--- src/rtl/bus_cycle_decoder.sv ---
// 68000 bus cycle decoder: region decode, byte-lane selects, registered DTACK/BERR
// with per-region wait states, bus-error timeout and the reset-time ROM boot overlay.
module bus_cycle_decoder #(
    parameter int unsigned RAM_HI      = 3,
    parameter int unsigned ROM_LO      = 56,
    parameter int unsigned ROM_HI      = 59,
    parameter int unsigned IO_LO       = 60,
    parameter int unsigned IO_HI       = 61,
    parameter int unsigned RAM_WS      = 0,
    parameter int unsigned ROM_WS      = 2,
    parameter int unsigned IO_WS       = 3,
    parameter int unsigned TIMEOUT     = 64,
    parameter int unsigned BOOT_CYCLES = 4,
    parameter int unsigned CW          = 8
) (
    input  logic       i_CLK,
    input  logic       i_RST_n,
    input  logic [5:0] i_A,
    input  logic       i_AS_n,
    input  logic       i_UDS_n,
    input  logic       i_LDS_n,
    input  logic       i_RW,
    input  logic       i_CPUSP_n,
    input  logic       i_EXPDTACK_n,
    output logic       o_DTACK_n,
    output logic       o_BERR_n,
    output logic       o_WR,
    output logic       o_EVENRAM_n,
    output logic       o_ODDRAM_n,
    output logic       o_EVENROM_n,
    output logic       o_ODDROM_n,
    output logic       o_IOSEL_n,
    output logic       o_EXPSEL_n,
    output logic       o_BOOT
);

    localparam int unsigned BW = $clog2(BOOT_CYCLES + 1);

    localparam logic [5:0] RAM_HI_B = 6'(RAM_HI);
    localparam logic [5:0] ROM_LO_B = 6'(ROM_LO);
    localparam logic [5:0] ROM_HI_B = 6'(ROM_HI);
    localparam logic [5:0] IO_LO_B  = 6'(IO_LO);
    localparam logic [5:0] IO_HI_B  = 6'(IO_HI);

    typedef enum logic [1:0] {
        S_IDLE,
        S_WAIT,
        S_ACK,
        S_BERR
    } state_t;

    typedef enum logic [2:0] {
        R_NONE,
        R_RAM,
        R_ROM,
        R_IO,
        R_EXP,
        R_BADWR
    } region_t;

    state_t        state_q, state_d;
    logic [CW-1:0] wait_cnt_q, wait_cnt_d;
    logic [CW-1:0] to_cnt_q, to_cnt_d;
    logic [BW-1:0] boot_cnt_q, boot_cnt_d;
    logic          boot_q, boot_d;
    logic          dtack_n_q;
    logic          berr_n_q;

    logic          in_ram_c;
    logic          in_rom_c;
    logic          in_io_c;
    region_t       region_c;
    logic [CW-1:0] ws_c;

    assign in_ram_c = (i_A <= RAM_HI_B);
    assign in_rom_c = (i_A >= ROM_LO_B) && (i_A <= ROM_HI_B);
    assign in_io_c  = (i_A >= IO_LO_B) && (i_A <= IO_HI_B);

    // Region decode; boot overlay redirects low-block reads to ROM
    always_comb begin
        region_c = R_NONE;
        if (!i_AS_n && i_CPUSP_n) begin
            if (in_rom_c || (boot_q && in_ram_c && i_RW)) begin
                region_c = i_RW ? R_ROM : R_BADWR;
            end else if (in_ram_c) begin
                region_c = R_RAM;
            end else if (in_io_c) begin
                region_c = R_IO;
            end else begin
                region_c = R_EXP;
            end
        end
    end

    always_comb begin
        ws_c = '0;
        case (region_c)
            R_RAM:   ws_c = CW'(RAM_WS);
            R_ROM:   ws_c = CW'(ROM_WS);
            R_IO:    ws_c = CW'(IO_WS);
            default: ws_c = '0;
        endcase
    end

    // Selects are combinational and held inactive during reset
    assign o_EVENRAM_n = ~(i_RST_n & (region_c == R_RAM) & ~i_UDS_n);
    assign o_ODDRAM_n  = ~(i_RST_n & (region_c == R_RAM) & ~i_LDS_n);
    assign o_EVENROM_n = ~(i_RST_n & (region_c == R_ROM) & ~i_UDS_n);
    assign o_ODDROM_n  = ~(i_RST_n & (region_c == R_ROM) & ~i_LDS_n);
    assign o_IOSEL_n   = ~(i_RST_n & (region_c == R_IO));
    assign o_EXPSEL_n  = ~(i_RST_n & (region_c == R_EXP));
    assign o_WR        = ~i_RW;

    assign o_DTACK_n = dtack_n_q;
    assign o_BERR_n  = berr_n_q;
    assign o_BOOT    = boot_q;

    always_comb begin
        logic ack_c;
        state_d    = state_q;
        wait_cnt_d = wait_cnt_q;
        to_cnt_d   = to_cnt_q;
        boot_cnt_d = boot_cnt_q;
        boot_d     = boot_q;
        ack_c      = 1'b0;

        case (state_q)
            S_IDLE: begin
                if (!i_AS_n) begin
                    to_cnt_d = '0;
                    case (region_c)
                        R_BADWR: state_d = S_BERR;
                        R_RAM, R_ROM, R_IO: begin
                            if (ws_c == '0) begin
                                state_d = S_ACK;
                            end else begin
                                state_d    = S_WAIT;
                                wait_cnt_d = ws_c;
                            end
                        end
                        default: begin
                            state_d    = S_WAIT;
                            wait_cnt_d = '0;
                        end
                    endcase
                end
            end

            S_WAIT: begin
                if (i_AS_n) begin
                    state_d    = S_IDLE;
                    wait_cnt_d = '0;
                    to_cnt_d   = '0;
                end else begin
                    case (region_c)
                        R_RAM, R_ROM, R_IO: begin
                            if (wait_cnt_q <= CW'(1)) begin
                                ack_c = 1'b1;
                            end else begin
                                wait_cnt_d = wait_cnt_q - CW'(1);
                            end
                        end
                        R_EXP:   ack_c = ~i_EXPDTACK_n;
                        default: ack_c = 1'b0;
                    endcase
                    // Acknowledge takes priority over a coincident timeout
                    if (ack_c) begin
                        state_d    = S_ACK;
                        wait_cnt_d = '0;
                        to_cnt_d   = '0;
                    end else if (to_cnt_q == CW'(TIMEOUT - 1)) begin
                        state_d    = S_BERR;
                        wait_cnt_d = '0;
                        to_cnt_d   = '0;
                    end else begin
                        to_cnt_d = to_cnt_q + CW'(1);
                    end
                end
            end

            S_ACK: begin
                if (i_AS_n) begin
                    state_d = S_IDLE;
                    if (boot_q) begin
                        boot_cnt_d = boot_cnt_q + BW'(1);
                        if (boot_cnt_q == BW'(BOOT_CYCLES - 1)) begin
                            boot_d = 1'b0;
                        end
                    end
                end
            end

            S_BERR: begin
                if (i_AS_n) begin
                    state_d = S_IDLE;
                end
            end

            default: state_d = S_IDLE;
        endcase

        // A genuine ROM-block access ends the overlay as soon as it is acknowledged
        if ((state_q != S_ACK) && (state_d == S_ACK) && (region_c == R_ROM) && in_rom_c) begin
            boot_d = 1'b0;
        end
    end

    always_ff @(posedge i_CLK or negedge i_RST_n) begin
        if (!i_RST_n) begin
            state_q    <= S_IDLE;
            wait_cnt_q <= '0;
            to_cnt_q   <= '0;
            boot_cnt_q <= '0;
            boot_q     <= 1'b1;
            dtack_n_q  <= 1'b1;
            berr_n_q   <= 1'b1;
        end else begin
            state_q    <= state_d;
            wait_cnt_q <= wait_cnt_d;
            to_cnt_q   <= to_cnt_d;
            boot_cnt_q <= boot_cnt_d;
            boot_q     <= boot_d;
            dtack_n_q  <= (state_d != S_ACK);
            berr_n_q   <= (state_d != S_BERR);
        end
    end

endmodule

--- config.mk ---
export PLATFORM = sky130hd
export DESIGN_NAME = bus_cycle_decoder
export DESIGN_NICKNAME = d
export VERILOG_FILES = /design/src/rtl/bus_cycle_decoder.sv
export SDC_FILE = /design/constraint.sdc
export NUM_CORES = 1
export LEC_CHECK = 0
export ABC_AREA = 1
export BUFFER_PORTS_ARGS = -buffer_cell sky130_fd_sc_hd__buf_2
export CORE_UTILIZATION = 41
export CTS_CLUSTER_SIZE = 12
export DETAILED_ROUTE_END_ITERATION = 8
export PLACE_DENSITY_LB_ADDON = 0.2
export SLEW_MARGIN = 15
export SYNTH_ARGS = -nofsm -noshare
export SYNTH_HDL_FRONTEND = slang
export SYNTH_SLANG_ARGS = --single-unit
--- constraint.sdc ---
create_clock -name i_CLK -period 2.85 [get_ports i_CLK]
set_clock_uncertainty 0.15 [all_clocks]
set_input_delay 0.285 -clock i_CLK [delete_from_list [all_inputs] [get_ports i_CLK]]
set_output_delay 0.285 -clock i_CLK [all_outputs]
set_load 0.03 [all_outputs]
==> results.py <==
metrics = {
    "run_status": {
        "status": "finished, final reports clean",
    },
    "synth": {
        "synthesis.area_um2": 1660,
        "synth_edf_count": 0,
        "ys_async_sr_fraction_pct": 100.0,
        "ys_warn_count": 0,
        "syn_inst": 227,
        "synth_flop_cell": "dfrtp_1",
        "synth.distinct_cells": 28,
        "ys_seq_elements": 24,
        "syn_avg_cell_area_um2": 7.314,
        "syn-num-nets": 246,
        "ys_seq_area_share_pct": 36.40,
    },
    "cts": {
        "ctsHtreeMaxLevel": 1,
        "cts-root-buf": "clkbuf_8",
        "clkTransAtPathRegs_ns": 0.09,
        "clockBufferDepth": 2,
        "numCtsBuffers": 3,
        "cts_tree": "done",
        "worstSkewPairLatency_ns": 0.27,
        "cts_sinks": 24,
    },
    "cells_and_area": {
        "area.sequential_um2": 604.3,
        "area_delta_synth_final_pct": 16.05,
        "drive_gt1_share_pct": 20.31,
        "design_area_um2": 1927,
        "fin_nets": 276,
        "fill_cells": 372,
        "num_antenna_cells": 0,
        "multiInputGateArea_um2": 917.1,
        "fin_util_pct": 51.09,
    },
    "timing": {
        "finalCritPeriodShare_pct": 77.68,
        "hold_viol_final": 0,
        "fin_crit_ns": 2.214,
        "finalSetupViolations": 0,
        "rsz0062_at_grt": "no",
        "drv_slew": 0,
        "timing.hold.ws_ns": 0.2517,
        "tns_ns": 0,
        "timing.fmax_ghz": 0.4517,
        "relSlewSlack_pct": 73.41,
        "worst_slew_pin_slew_ns": 0.3959,
    },
    "global_routing": {
        "grt_pass1_vias": 1407,
        "antenna_found_initial": 0,
        "grt_pass1_wl_um": 6044,
        "globalRouteTotalUtil_pct": 18.34,
        "grt_max_degree": 19,
        "grt-ovfl-total": 0,
    },
    "setup_path": {
        "crit_type": "reg -> out",
        "startpoint_type": "register",
        "cp_cell_sequence": "nand2_1 > clkinv_1 > nand3_2 > nand3_1 > nand3_2 > inv_1 > nand2_1 > inv_1 > nand3_1 > buf_2",
        "rrSetupSlack_ns": 0.72,
        "crit_path_top_delay_cell": "dfstp_2",
        "rr_endpoint": "wait_cnt_q[1]$_DFFE_PN0P_",
        "critPathArrivalTime_ns": 1.78,
        "timing.rr.start": "to_cnt_q[0]$_DFFE_PN0P_",
        "crit_required_ns": 2.41,
        "cp-startpoint": "o_BOOT$_DFFE_PN1P_",
        "cp_max_fo": 6,
        "end_kind": "primary output",
        "critPathMaxStageDelay_ns": 0.57,
        "r2r_cells": 11,
    },
    "floorplanning": {
        "rows": 22,
        "initial_core_util_pct": 44.03,
        "design.core.area_um2": 3771,
        "die_width_um": 65.64,
        "fp.dieArea_um2": 4308,
        "io-pin-count": 24,
        "die_h_um": 65.64,
    },
    "pwr": {
        "power_density_nw_per_um2": 818.9,
        "p_leak_nw": 0.9715,
        "ir_drop_mv": 0.5018,
    },
    "hold_path": {
        "hold_class": "in -> reg",
        "worstHoldStart": "i_AS_n",
        "hold_depth": 6,
        "whs_endpoint": "o_BOOT$_DFFE_PN1P_",
    },
    "detailed_routing": {
        "drc": 0,
        "vias_per_cell": 4.944,
        "finalWirelength_um": 3409,
        "first_iter_violations": 98,
        "dr.pass1.iters": 4,
        "detailroute.via_count": 1503,
        "wire_per_inst_um": 11.21,
        "ant_nets": 0,
    },
    "place": {
        "dpl.hpwl_um": 2533,
        "placed_cell_area_um2": 1846,
        "portBuffers": 22,
        "place_congestion": 0.7957,
    },
    "job": {
        "maxCapViolCount": 0,
    },
}
-- per-layer routing --
metal | vias up | global-route usage (%) | share of wire, %
li1 | 778 | - | -
met1 | 699 | 25.35 | 50
met2 | 22 | 28.44 | 45
met3 | 4 | 4.167 | 4.1
met4 | 0 | 4.891 | 0.97
met5 | - | 0 | 0
-- critical path, delay by kind of cell, from the launching register on --
family / cells / cell delay (ns)
flops: 1 / 0.57
simple gates: 6 / 0.52
buf+inv: 4 / 0.42
-- cells in the final DEF (no fill, tap or decap), drive strengths merged --
cell and instances:
nand2 57, inv 36, nor2 34, nand3 27, buf 24, dfrtp 21, o21ai 10, xor2 7
nand4 6, ha 5, nor3 4, xnor2 4, o22ai 4, a21oi 3, clkbuf 3, dfstp 3
nor4 2, clkinv 1, or2 1, o21bai 1, mux2 1, bufinv 1, dlygate4sd3 1
-- metrics by stage --
step                cells  power, mW  setup slack, ns
floorplan             227      1.104           0.8616
global placement      299      1.257           0.7392
detailed placement    299      1.264           0.7067
CTS                   304      1.580           0.6291
global route          304      1.722           0.4441
finish                304      1.578           0.6361
-- flip-flops by register name (all words and copies together), names as in the netlist --
register / flops
o_BERR_n: 1
wait_cnt_q: 8
boot_cnt_q: 3
state_q: 2
o_BOOT: 1
o_DTACK_n: 1
to_cnt_q: 8
-- timing repair --
item | CTS | global route
hold buffers | 1 | 0
hold endpoints to repair | 11 | 0
resized for setup | 0 | 0
setup buffers | 0 | 0
-- worst max path at each step --
stage,to,slack [ns],cells past startpoint
global route,o_EVENROM_n,0.44,10
global placement,wait_cnt_q[7]$_DFFE_PN0P_,0.74,11
CTS,o_ODDROM_n,0.63,10
finish,o_ODDROM_n,0.64,10
detailed placement,wait_cnt_q[1]$_DFFE_PN0P_,0.71,11
floorplan,wait_cnt_q[0]$_DFFE_PN0P_,0.86,13
-- synthesized netlist by cell type (4+ instances only) --
cell type | instances | area share (%)
dfrtp_1 | 21 | 32
ha_1 | 5 | 3.8
inv_1 | 33 | 7.5
nand2_1 | 54 | 12
nand3_1 | 23 | 6.9
nand3_2 | 4 | 2.4
nor2_1 | 30 | 6.8
nor3_1 | 4 | 1.2
o21ai_0 | 8 | 2.4
o22ai_1 | 4 | 1.5
xnor2_1 | 4 | 2.1
xor2_1 | 7 | 3.7
-- power by group --
group | switching, mW | total, mW | leakage (nW) | internal [mW]
sequential | 0.0785 | 0.507 | 0.318 | 0.429
clock | 0.121 | 0.309 | 0.0357 | 0.188
combinational | 0.457 | 0.762 | 0.618 | 0.305
-- final cells by class --
| class | instances | share of cell area (%) |
|---|---|---|
| Timing Repair Buffer | 25 | 7.013 |
| Clock buffer | 3 | 2.143 |
| Sequential cell | 24 | 31.36 |
| Multi-Input combinational cell | 166 | 47.60 |
| Inverter | 37 | 7.208 |
| Clock inverter | 1 | 1.558 |
| Tap cell | 48 | 3.117 |
-- kinds of logic after synthesis --
logic type      synth area share, %
compound gates                6.556
buf+inv                       8.365
fa+ha+maj                     3.768
flops                         36.40
mux                          0.6782
simple gates                  38.43
xor+xnor                      5.802
Note: power is estimated with default switching activity, not from simulation.
